### config.mk
export PLATFORM = sky130hd
export DESIGN_NAME = sum_sequencer
export DESIGN_NICKNAME = d
export VERILOG_FILES = /design/src/rtl/sum_sequencer.sv
export SDC_FILE = /design/constraint.sdc
export NUM_CORES = 1
export LEC_CHECK = 0
export CAP_MARGIN = 20
export CORE_ASPECT_RATIO = 0.9
export CORE_MARGIN = 2
export CORE_UTILIZATION = 40
export DETAILED_ROUTE_END_ITERATION = 8
export GPL_TIMING_DRIVEN = 1
export HOLD_SLACK_MARGIN = 0.12
export PLACE_DENSITY_LB_ADDON = 0.1
export SLEW_MARGIN = 5
export SYNTH_ARGS = -nofsm -noshare
export SYNTH_HDL_FRONTEND = slang
export SYNTH_SLANG_ARGS = --single-unit
### constraint.sdc
create_clock -name clock -period 3.2 [get_ports clock]
set_clock_uncertainty 0.1 [all_clocks]
set_input_delay 0.64 -clock clock [delete_from_list [all_inputs] [get_ports clock]]
set_output_delay 0.64 -clock clock [all_outputs]
set_load 0.01 [all_outputs]
### src/rtl/sum_sequencer.sv
// sum_sequencer: sequenced series-sum engine.
// On start it latches N, accumulates S = 0+1+...+N one term per cycle, then
// converts S into four BCD digits with a shift-add-3 (double dabble) pass.
// The digit outputs hold the last completed result until the next DONE.
//
//   state   | meaning
//   --------+-----------------------------------------------------------
//   IDLE    | waiting for start after reset
//   LOAD    | clear accumulator, term counter k <= 1
//   ACCUM   | add k while k <= N, one term per cycle
//   CONVERT | ACC_W shift-add-3 steps on {BCD nibbles, S}
//   DONE    | result valid, digits published; start reruns
module sum_sequencer #(
  parameter int DATA_W = 6,
  parameter int ACC_W  = 11
) (
  input  logic              clock,
  input  logic              rst,
  input  logic              start,
  input  logic [DATA_W-1:0] data,
  output logic [1:0]        status,
  output logic              done,
  output logic [ACC_W-1:0]  accumulator,
  output logic [3:0]        bcd_units,
  output logic [3:0]        bcd_tens,
  output logic [3:0]        bcd_hundreds,
  output logic [3:0]        bcd_thousands
);

  localparam int SR_W  = 16 + ACC_W;
  localparam int CNT_W = $clog2(ACC_W) + 1;
  localparam int PAD_W = ACC_W - DATA_W - 1;
  localparam logic [CNT_W-1:0] BIT_LAST = CNT_W'(ACC_W - 1);

  typedef enum logic [2:0] {
    S_IDLE    = 3'd0,
    S_LOAD    = 3'd1,
    S_ACCUM   = 3'd2,
    S_CONVERT = 3'd3,
    S_DONE    = 3'd4
  } state_t;

  state_t            state_q;
  logic [DATA_W-1:0] n_q;
  logic [DATA_W:0]   k_q;
  logic [ACC_W-1:0]  acc_q;
  logic [SR_W-1:0]   sr_q;
  logic [CNT_W-1:0]  bit_q;
  logic [1:0]        status_q;
  logic              done_q;
  logic [15:0]       bcd_q;

  logic [SR_W-1:0]   sr_adj;
  logic [SR_W-1:0]   sr_d;
  logic [ACC_W-1:0]  acc_d;
  logic              more_terms;

  // k is one bit wider than N so k = 2^DATA_W terminates the loop without wrapping
  assign more_terms = (k_q <= {1'b0, n_q});
  assign acc_d      = acc_q + {{PAD_W{1'b0}}, k_q};

  // One double-dabble step: add 3 to every BCD nibble >= 5, then shift left
  always_comb begin
    sr_adj = sr_q;
    for (int i = 0; i < 4; i++) begin
      if (sr_adj[ACC_W + 4*i +: 4] >= 4'd5) begin
        sr_adj[ACC_W + 4*i +: 4] = sr_adj[ACC_W + 4*i +: 4] + 4'd3;
      end
    end
    sr_d = {sr_adj[SR_W-2:0], 1'b0};
  end

  // Sequencer FSM with registered status, done pulse, sum and digits
  always_ff @(posedge clock or negedge rst) begin
    if (!rst) begin
      state_q  <= S_IDLE;
      n_q      <= '0;
      k_q      <= '0;
      acc_q    <= '0;
      sr_q     <= '0;
      bit_q    <= '0;
      status_q <= 2'b00;
      done_q   <= 1'b0;
      bcd_q    <= '0;
    end else begin
      done_q <= 1'b0;
      case (state_q)
        S_IDLE: begin
          if (start) begin
            n_q      <= data;
            state_q  <= S_LOAD;
            status_q <= 2'b01;
          end
        end
        S_LOAD: begin
          acc_q   <= '0;
          k_q     <= {{DATA_W{1'b0}}, 1'b1};
          state_q <= S_ACCUM;
        end
        S_ACCUM: begin
          if (more_terms) begin
            acc_q <= acc_d;
            k_q   <= k_q + 1'b1;
          end else begin
            sr_q    <= {16'b0, acc_q};
            bit_q   <= '0;
            state_q <= S_CONVERT;
          end
        end
        S_CONVERT: begin
          sr_q  <= sr_d;
          bit_q <= bit_q + 1'b1;
          if (bit_q == BIT_LAST) begin
            // Digits come from the post-shift value of the final step
            bcd_q    <= sr_d[SR_W-1 -: 16];
            state_q  <= S_DONE;
            status_q <= 2'b10;
            done_q   <= 1'b1;
          end
        end
        S_DONE: begin
          if (start) begin
            n_q      <= data;
            state_q  <= S_LOAD;
            status_q <= 2'b01;
          end
        end
        default: begin
          state_q  <= S_IDLE;
          status_q <= 2'b00;
        end
      endcase
    end
  end

  assign status        = status_q;
  assign done          = done_q;
  assign accumulator   = acc_q;
  assign bcd_thousands = bcd_q[15:12];
  assign bcd_hundreds  = bcd_q[11:8];
  assign bcd_tens      = bcd_q[7:4];
  assign bcd_units     = bcd_q[3:0];

endmodule

==> results of run 1 <==
## area by class of cell
cell class                      count  share of cell area, %
Clock buffer                       12                  3.082
Clock inverter                      2                 0.2125
Inverter                           20                  1.594
Multi-Input combinational cell    301                  40.38
Sequential cell                    78                  41.45
Tap cell                          126                  3.347
Timing Repair Buffer               47                  9.936
## what timing repair did
item	CTS	global route
hold buffers	0	1
endpoints found under the setup margin	0	0
endpoints found under the hold margin	0	15
## power by group
part,switching [mW],total (mW),internal [mW],leakage [nW]
clock,0.343,0.635,0.293,0.0821
sequential,0.340,1.74,1.40,0.984
combinational,1.39,2.51,1.12,1.06
total,2.08,4.88,2.81,2.12
## synthesized netlist by cell type, drive strengths merged
master / instances / area share (%)
nand4: 3 / 0.47
o211ai: 3 / 0.56
a211oi: 7 / 1.3
and2: 2 / 0.31
nand3b: 3 / 0.56
dfrtp: 78 / 49
mux2: 10 / 2.8
o311ai: 1 / 0.22
or4: 3 / 0.56
nand3: 28 / 3.5
nand2: 45 / 4.2
xor2: 3 / 0.66
fa: 1 / 0.50
nor2: 26 / 2.4
or3b: 1 / 0.28
o21bai: 2 / 0.37
clkbuf: 16 / 1.5
nor3b: 3 / 0.56
o21ai: 41 / 5.1
nor3: 10 / 1.2
buf: 3 / 0.44
o31ai: 4 / 0.75
mux2i: 1 / 0.25
o22ai: 10 / 1.6
nor4bb: 1 / 0.25
a21o: 9 / 1.7
nand2b: 7 / 1.1
xnor2: 5 / 1.1
nand4b: 1 / 0.22
a211o: 1 / 0.22
a31oi: 5 / 0.78
o21a: 2 / 0.37
inv: 20 / 1.9
a2111oi: 1 / 0.69
nor2b: 2 / 0.31
a21oi: 32 / 4.1
a41o: 1 / 0.25
o41ai: 1 / 0.22
and3: 1 / 0.16
ha: 24 / 7.5
o41a: 1 / 0.28
## through the flow
stage | instances | setup slack (ns) | hold WS (ns) | area, sq um | utilization [%]
global route | 586 | 0.5303 | 0.4245 | 4710 | 48.56
finish | 586 | 0.6881 | 0.3783 | 4710 | 48.56
detailed placement | 570 | 0.7268 | 0.3698 | 4517 | 46.57
global placement | 570 | 0.7964 | 0.3636 | 4517 | 46.57
CTS | 584 | 0.6782 | 0.3880 | 4672 | 48.17
floorplan | 418 | 0.9051 | 0.2444 | 4006 | -
## routing by layer
metal,part of all wire [%],GRT usage [%],up-vias
li1,-,-,1569
met1,52,25.06,1487
met2,44,25.88,39
met3,3.0,4.431,10
met4,1.2,4.674,0
met5,0,0,-
## registers in the layout, indices dropped and copies added (netlist names)
signal / count
bcd_q: 16
n_q: 6
k_q: 7
state_q: 3
done: 1
status: 2
sr_q: 27
accumulator: 11
bit_q: 5
## logic make-up after synthesis
family          count (synthesis)  synth area share, %
compound gates                121                18.49
xor+xnor                        8                1.749
flops                          78                48.72
fa+ha+maj                      25                7.995
buf+inv                        39                3.810
simple gates                  136                16.18
mux                            11                3.061
## path summary, 6_finish.rpt
check / start / to / slack (ns) / cells past startpoint
setup / recovery: k_q[5]$_DFFE_PN0P_ / accumulator[4]$_DFFE_PN0P_ / 0.69 / 7
hold / removal: bcd_q[6]$_DFFE_PN0P_ / bcd_q[6]$_DFFE_PN0P_ / 0.38 / 2
setup reg to reg: k_q[5]$_DFFE_PN0P_ / accumulator[4]$_DFFE_PN0P_ / 0.69 / 7
hold reg to reg: bcd_q[6]$_DFFE_PN0P_ / bcd_q[6]$_DFFE_PN0P_ / 0.38 / 2
max in group asynchronous: rst / sr_q[16]$_DFFE_PN0P_ / 1.80 / 3
min in group asynchronous: rst / accumulator[1]$_DFFE_PN0P_ / 0.60 / 2
## worst max-delay path: stages (launching register included)
cell and delay (ns):
dfrtp_1 0.45, ha_1 0.39, nand4b_1 0.17, a21o_1 0.25, a21oi_2 0.65, buf_4 0.24, nand3_1 0.07, o31ai_1 0.09
==> impl_results.md, run 1 <==
- Worst Setup End Kind: flip-flop
- Antenna-violating nets left: 0
- Clock latency on the worst-skew pair: 0.35 ns
- Yosys warns: 0
- Synthesis-to-finish area growth: 17.55%
- CTS sink cnt: 78
- Hpwl dp: 6000 microns
- Core Area: 9699 sq um
- Initial antenna violation count: 0
- Post-CTS Resized: 0
- Total wire length: 8803 microns
- FP Rows: 34
- Critical path peak fanout: 19
- Max transition margin: 47.49%
- Num CTS Buffers: 9
- Layout cells sized above 1: 7.391%
- Syn Inst Count: 418
- Critical Path Source Type: flip-flop
- Iter 0 DRT Violations: 197
- Overall power: 4.884 mW
- DR pass1 iterations: 4
- Count of boundary I/O pins: 39
- Min Tclk post-route: 2.512 ns
- Mapped cell area: 4006 sq um
- NumNets Final: 491
- PD cells: 1037 nW/um^2
- CTS tree: built
- Synth Net Count: 452
- Largest buffer count on any clock path: 2
- Kind of critical path: flip-flop to flip-flop
- Remaining DRCs: 0
- Clock-pin slew on the worst setup and hold paths: 0.08 ns
- Critical Path RT: 3.36 ns
- Ant. Diodes: 0
- Worst path arrival time: 2.67 ns
- RSZ-0062 raised after global routing: no
- Die Y: 98.95 microns
- Clk root buf: clkbuf_8
- GP Congestion: 0.8021
- Fin Setup TNS: 0 ns
- Worst-Margin Slew: 0.7877 ns
- Die W: 109.5 microns
- Initial Util: 41.31%
- Total track usage: 17.35%
- Tightest Hold Check Type: flip-flop to flip-flop
- Area of the multi-input gates: 1902 sq um
- Via Count: 3,105
- Largest net degree at the start of global routing: 79
- Lkg Pwr: 2.122 nW
- Total grt overflow: 0
- Most common cell after layout, fill and taps aside: dfrtp_1
- Die area: 10,830 sq um
- MaxCap Viol Count: 0
- Final Slew Violations: 0
- Detail-routed via count per cell: 5.299
- Fmax: 0.3981 GHz
- Final hold vios: 0
- Post-synth cell types: 43
- Setup violators final: 0
- Postcts setup bufs: 0
- Post-synthesis sequential area ratio: 48.72%
- Reg area: 1952 sq um
- First-pass GRT wire length: 14,840 microns
- H-tree depth: 3
- Fill count: 926
- Port bufs: 38
- Fin crit share: 78.50%
- Synthesized area per cell: 9.585 sq um
- Post-synthesis sequential element count: 78
- Avg WL per Cell: 15.02 microns
- Peak VDD IR: 438.9 uV
- Commonest non-fill, non-tap cells in the layout: 78 x dfrtp_1, 45 x nand2_1, 41 x o21ai_0
- Vias in the first global route: 3,026
- Status: finished, final reports clean
No activity file was read; power rests on OpenSTA's default activity.
==> run 2: changes to the inputs <==
Clock period 3.2 ns to 2.5 ns, I/O delays scaled along.
==> impl_results.md, run 2 (same netlist as run 1, synthesis figures left out) <==
- Status: finished, final reports clean
- GP Congestion: 0.8330 (+3.9%)
- Final hold slack: 0.3841 ns (+0.005849 ns)
- Clk root buf: clkbuf_8
- Critical Path Source Type: flip-flop
- Iter 0 DRT Violations: 149 (-24%)
- Core Area: 9699 sq um (unchanged)
- Crit path max-delay family: compound AO/OA/AOI/OAI gates
- PD cells: 1359 nW/um^2 (+31%)
- Reg2reg end: sr_q[10]$_DFFE_PN0P_
- Fmax: 0.4211 GHz (+5.8%)
- Initial antenna violation count: 0 (unchanged)
- Biggest register: sr_q
- Worst path arrival time: 2.50 ns (-0.17 ns)
- Worst path depth: 7 (unchanged)
- Worst-Margin Slew: 0.5864 ns (-0.2013 ns)
- Clock latency on the worst-skew pair: 0.35 ns (about the same)
- Clock-pin slew on the worst setup and hold paths: 0.08 ns (about the same)
- Kind of critical path: flip-flop to flip-flop
- Tightest Hold Check Type: flip-flop to flip-flop
- Avg WL per Cell: 14.99 microns (-0.24%)
- Reg2Reg Setup Slack: 0.13 ns (-0.56 ns)
- Count of boundary I/O pins: 39 (unchanged)
- Count of buffer and inverter cells on the critical path: 1 (unchanged)
- Port bufs: 38 (unchanged)
- Largest buffer count on any clock path: 2 (unchanged)
- Worst Setup End Kind: flip-flop
- Vias in the first global route: 3,117 (+3.0%)
- Crit path cell chain: ha_1, nand4b_1, a21o_1, a211o_2, buf_12, o22ai_1, a21oi_1
- Fin crit share: 95.00% (+16 points)
- Synthesis-to-finish area growth: 20.74%
- Die W: 109.5 microns (unchanged)
- Via Count: 3,084 (-0.68%)
- Min Tclk post-route: 2.375 ns (-0.1370 ns)
- Total wire length: 8902 microns (+1.1%)
- CTS tree: built
- Die Y: 98.95 microns (unchanged)
- NumNets Final: 497 (+1.2%)
- Critical path peak fanout: 14 (-5)
- Total grt overflow: 0 (unchanged)
- Critical Path RT: 2.62 ns (-0.74 ns)
- H-tree depth: 3 (unchanged)
- DR pass1 iterations: 4 (unchanged)
- Initial Util: 41.31% (unchanged)
- Final Slew Violations: 0 (unchanged)
- Num CTS Buffers: 9 (unchanged)
- Total track usage: 18.12% (+0.77 points)
- Worst Setup EP: sr_q[10]$_DFFE_PN0P_
- Antenna-violating nets left: 0 (unchanged)
- Most common cell after layout, fill and taps aside: dfrtp_1
- FP Rows: 34 (unchanged)
- Reg2reg start: k_q[5]$_DFFE_PN0P_
- Ant. Diodes: 0 (unchanged)
- Max transition margin: 60.91% (+13 points)
- Commonest non-fill, non-tap cells in the layout: 78 x dfrtp_1, 45 x nand2_1, 41 x o21ai_0
- Crit path max-delay cell type: dfrtp_1
- Layout cells sized above 1: 9.829% (+2.4 points)
- Crit path from: k_q[5]$_DFFE_PN0P_
- Overall power: 6.571 mW (+35%)
- Peak VDD IR: 481.4 uV (+9.7%)
- Die area: 10,830 sq um (unchanged)
- First-pass GRT wire length: 15,350 microns (+3.5%)
- Setup violators final: 0 (unchanged)
- Lkg Pwr: 2.182 nW (+2.8%)
- Hpwl dp: 6244 microns (+4.1%)
- Fin Setup TNS: 0 ns (unchanged)
- Max reg flops: 27 (unchanged)
- CTS sink cnt: 78 (unchanged)
- Detail-routed via count per cell: 5.192 (-2.0%)
- MaxCap Viol Count: 0 (unchanged)
- RSZ-0062 raised after global routing: no
- Worst path max stage delay: 0.46 ns (-0.19 ns)
- Final hold vios: 0 (unchanged)
- Final core occ: 49.87% (+1.3 points)
- Cell count of the worst reg-to-reg path: 7 (unchanged)
- Largest net degree at the start of global routing: 49 (-38%)
- Remaining DRCs: 0 (unchanged)
-- run 2: cell type report --
class                   count  area [sq um]
clock buffers              10         127.6
clock inverters             6         86.33
repair buffers             53         518.0
inverters                  20         75.07
well taps                 126         157.7
flip-flops and latches     78          1952
fillers                   936          4862
multi-input cells         301          1921
-- run 2: through the flow --
stage          cell area (sq um)  worst slack [ns]  cells
5_1_grt                     4837           0.02477    594
4_1_cts                     4818           0.08945    594
3_5_place_dp                4594            0.1106    577
3_3_place_gp                4594            0.1757    577
2_1_floorplan               4006            0.2051    418
6_report                    4837            0.1251    594
-- run 2: repair_timing --
| action | in CTS | in global routing |
|---|---|---|
| endpoints found under the hold margin | 30 | 0 |
| gates resized for setup | 0 | 4 |
| setup endpoints to repair | 0 | 22 |
| hold buffers | 1 | 0 |
| setup buffers | 0 | 0 |
-- run 2: worst min-delay path by stage --
| stage | start | to | slack, ns | cells after the start |
|---|---|---|---|---|
| floorplan | rst | accumulator[0]$_DFFE_PN0P_ | 0.10 | 0 |
| global placement | bcd_q[12]$_DFFE_PN0P_ | bcd_q[12]$_DFFE_PN0P_ | 0.36 | 2 |
| detailed placement | rst | n_q[3]$_DFFE_PN0P_ | 0.37 | 1 |
| CTS | bcd_q[12]$_DFFE_PN0P_ | bcd_q[12]$_DFFE_PN0P_ | 0.39 | 2 |
| global route | n_q[4]$_DFFE_PN0P_ | n_q[4]$_DFFE_PN0P_ | 0.43 | 1 |
| finish | bcd_q[13]$_DFFE_PN0P_ | bcd_q[13]$_DFFE_PN0P_ | 0.38 | 2 |
-- run 2: where the power goes --
group	switching, mW	internal [mW]
clock	0.470	0.561
combinational	1.84	1.50
sequential	0.403	1.79
total	2.72	3.86
-- run 2: worst min-delay path, delay by kind of cell, from the launching register on --
family / cells / cell delay (ns)
compound gates: 1 / 0.06
simple gates: 1 / 0.04
flops: 1 / 0.35
-- run 2: layer usage --
metal	routed length [microns]	track usage (%)
met2	3880	26.45
met5	0	0
met3	275	4.497
met1	4653	26.99
met4	93	4.284
==> run 3: changes to the inputs <==
Settings changed: CELL_PAD_IN_SITES_DETAIL_PLACEMENT from default to 0, CELL_PAD_IN_SITES_GLOBAL_PLACEMENT from default to 1.
==> impl_results.md, run 3 (same netlist as run 1, synthesis figures left out) <==
- Status: finished, final reports clean
- Antenna-violating nets left: 0 (unchanged)
- Setup violators final: 0 (unchanged)
- Num CTS Buffers: 9 (unchanged)
- Kind of critical path: flip-flop to flip-flop
- Total grt overflow: 0 (unchanged)
- Initial antenna violation count: 0 (unchanged)
- CTS sink cnt: 78 (unchanged)
- Grt met2 use: 26.50% (+0.047 points)
- Avg WL per Cell: 15.03 microns (+0.29%)
- Synthesis-to-finish area growth: 24.05%
- Lkg Pwr: 2.263 nW (+3.7%)
- Max reg flops: 27 (unchanged)
- Internal power: 4.082 mW (+5.9%)
- Die area: 10,830 sq um (unchanged)
- Crit path cell chain: ha_1, a21o_1, a2111oi_4, a21oi_4, or4_1, a21oi_1
- FP Rows: 34 (unchanged)
- Switch share: 40.77% (-0.57 points)
- Peak VDD IR: 551.3 uV (+15%)
- Worst path arrival time: 2.55 ns (+0.05 ns)
- Commonest non-fill, non-tap cells in the layout: 77 x dfrtp_1, 45 x nand2_1, 41 x o21ai_0
- Worst Setup End Kind: flip-flop
- Clock-pin slew on the worst setup and hold paths: 0.09 ns (about the same)
- Tightest Hold Check Type: flip-flop to flip-flop
- Initial Util: 41.31% (unchanged)
- Iter 0 DRT Violations: 99 (-34%)
- Crit path max-delay cell type: or4_1
- Via Count: 3,172 (+2.9%)
- Final Slew Violations: 0 (unchanged)
- Detail-routed via count per cell: 5.200 (+0.16%)
- Count of boundary I/O pins: 39 (unchanged)
- Fin crit share: 95.58% (+0.58 points)
- Remaining DRCs: 0 (unchanged)
- First-pass GRT wire length: 15,840 microns (+3.2%)
- DR pass1 iterations: 6 (+2)
- Min Tclk post-route: 2.389 ns (+0.01456 ns)
- Final hold vios: 0 (unchanged)
- Clock latency on the worst-skew pair: 0.34 ns (about the same)
- Seq pwr share: 31.6% (-1.8 points)
- Critical path peak fanout: 13 (-1)
- Fill count: 941 (+0.53%)
- CTS tree: built
- NumNets Final: 513 (+3.2%)
- Reg area: 1953 sq um (about the same)
- Overall power: 6.892 mW (+4.9%)
- Ant. Diodes: 0 (unchanged)
- Layout cells sized above 1: 12.81% (+3.0 points)
- Core Area: 9699 sq um (unchanged)
- Most common cell after layout, fill and taps aside: dfrtp_1
- Die Y: 98.95 microns (unchanged)
- RSZ-0062 raised after global routing: no
- GP Congestion: 0.7986 (-4.1%)
- Clk root buf: clkbuf_8
- Combinational share of power: 53.3% (+2.4 points)
- Biggest register: sr_q
- MaxCap Viol Count: 0 (unchanged)
- Fmax: 0.4185 GHz (-0.61%)
- Critical Path Source Type: flip-flop
- Clk pwr share: 15.1% (-0.6 points)
- Area of the multi-input gates: 1919 sq um (about the same)
- Global-route met3 utilization: 3.770% (-0.73 points)
- Critical Path RT: 2.66 ns (+0.04 ns)
- Worst path max stage delay: 0.52 ns (+0.06 ns)
- Max transition margin: 68.70% (+7.8 points)
- Worst-Margin Slew: 0.4695 ns (-0.1169 ns)
- Die W: 109.5 microns (unchanged)
- Largest buffer count on any clock path: 2 (unchanged)
- Fin Setup TNS: 0 ns (unchanged)
- Vias in the first global route: 3,089 (-0.90%)
- Final core occ: 51.24% (+1.4 points)
- Port bufs: 38 (unchanged)
- Largest net degree at the start of global routing: 45 (-8.2%)
- GRT Max-Usage Layer: met1
- Hpwl dp: 6416 microns (+2.8%)
- Total track usage: 18.44% (+0.33 points)
- Met1 Resource Use GR: 28.50% (+1.5 points)
- Total wire length: 9168 microns (+3.0%)
- PD cells: 1387 nW/um^2 (+2.1%)
- Sw power: 2.810 mW (+3.4%)
- H-tree depth: 3 (unchanged)
[run 3: cell type report]
type	instances	share of cell area, %
Clock buffer	10	2.568
Sequential cell	78	39.30
Multi-Input combinational cell	301	38.62
Inverter	20	1.511
Tap cell	126	3.172
Timing Repair Buffer	69	13.09
Clock inverter	6	1.737
[run 3: power by group through the flow]
stage / Combinational, mW / Sequential [mW] / Clock [mW]
2_1_floorplan: 2.23 / 2.20 / 0
3_3_place_gp: 3.43 / 2.19 / 0
3_5_place_dp: 3.50 / 2.20 / 0
4_1_cts: 3.53 / 2.18 / 1.08
5_1_grt: 4.15 / 2.26 / 1.13
6_report: 3.68 / 2.18 / 1.04
[run 3: through the flow]
step           setup slack [ns]  hold slack (ns)  std cells  area (sq um)
2_1_floorplan            0.2051           0.1044        418          4006
3_3_place_gp             0.1114           0.3619        586          4674
3_5_place_dp            0.03238           0.3695        586          4674
4_1_cts                 0.02713           0.3908        603          4906
5_1_grt                0.004903           0.4056        610          4970
6_report                 0.1105           0.3816        610          4970
[run 3: path summary, 6_finish.rpt]
kind,startpoint,to,slack [ns],depth (start not counted)
max,k_q[4]$_DFFE_PN0P_,k_q[5]$_DFFE_PN0P_,0.11,6
min,bcd_q[9]$_DFFE_PN0P_,bcd_q[9]$_DFFE_PN0P_,0.38,2
max reg2reg,k_q[4]$_DFFE_PN0P_,k_q[5]$_DFFE_PN0P_,0.11,6
min reg2reg,bcd_q[9]$_DFFE_PN0P_,bcd_q[9]$_DFFE_PN0P_,0.38,2
max in group asynchronous,rst,bcd_q[2]$_DFFE_PN0P_,1.15,3
min in group asynchronous,rst,n_q[1]$_DFFE_PN0P_,0.54,2
[run 3: timing repair]
action	in CTS	in global routing
pin swaps	0	2
cloned	0	0
resized for setup	1	3
hold buffers	1	0
buffers inserted	0	7
endpoints found under the setup margin	1	5
hold endpoints to repair	34	0
[run 3: metal layers]
| layer | part of all wire [%] | vias to the layer above |
|---|---|---|
| met1 | 54 | 1506 |
| met3 | 3.3 | 9 |
| met5 | 0 | - |
| met4 | 0.89 | 0 |
| met2 | 42 | 46 |
| li1 | - | 1611 |
[run 3: worst max-delay path, delay by kind of cell, from the launching register on]
family | cells | cell delay [ns]
compound gates | 4 | 0.92
simple gates | 1 | 0.52
flops | 1 | 0.45
fa+ha+maj | 1 | 0.31
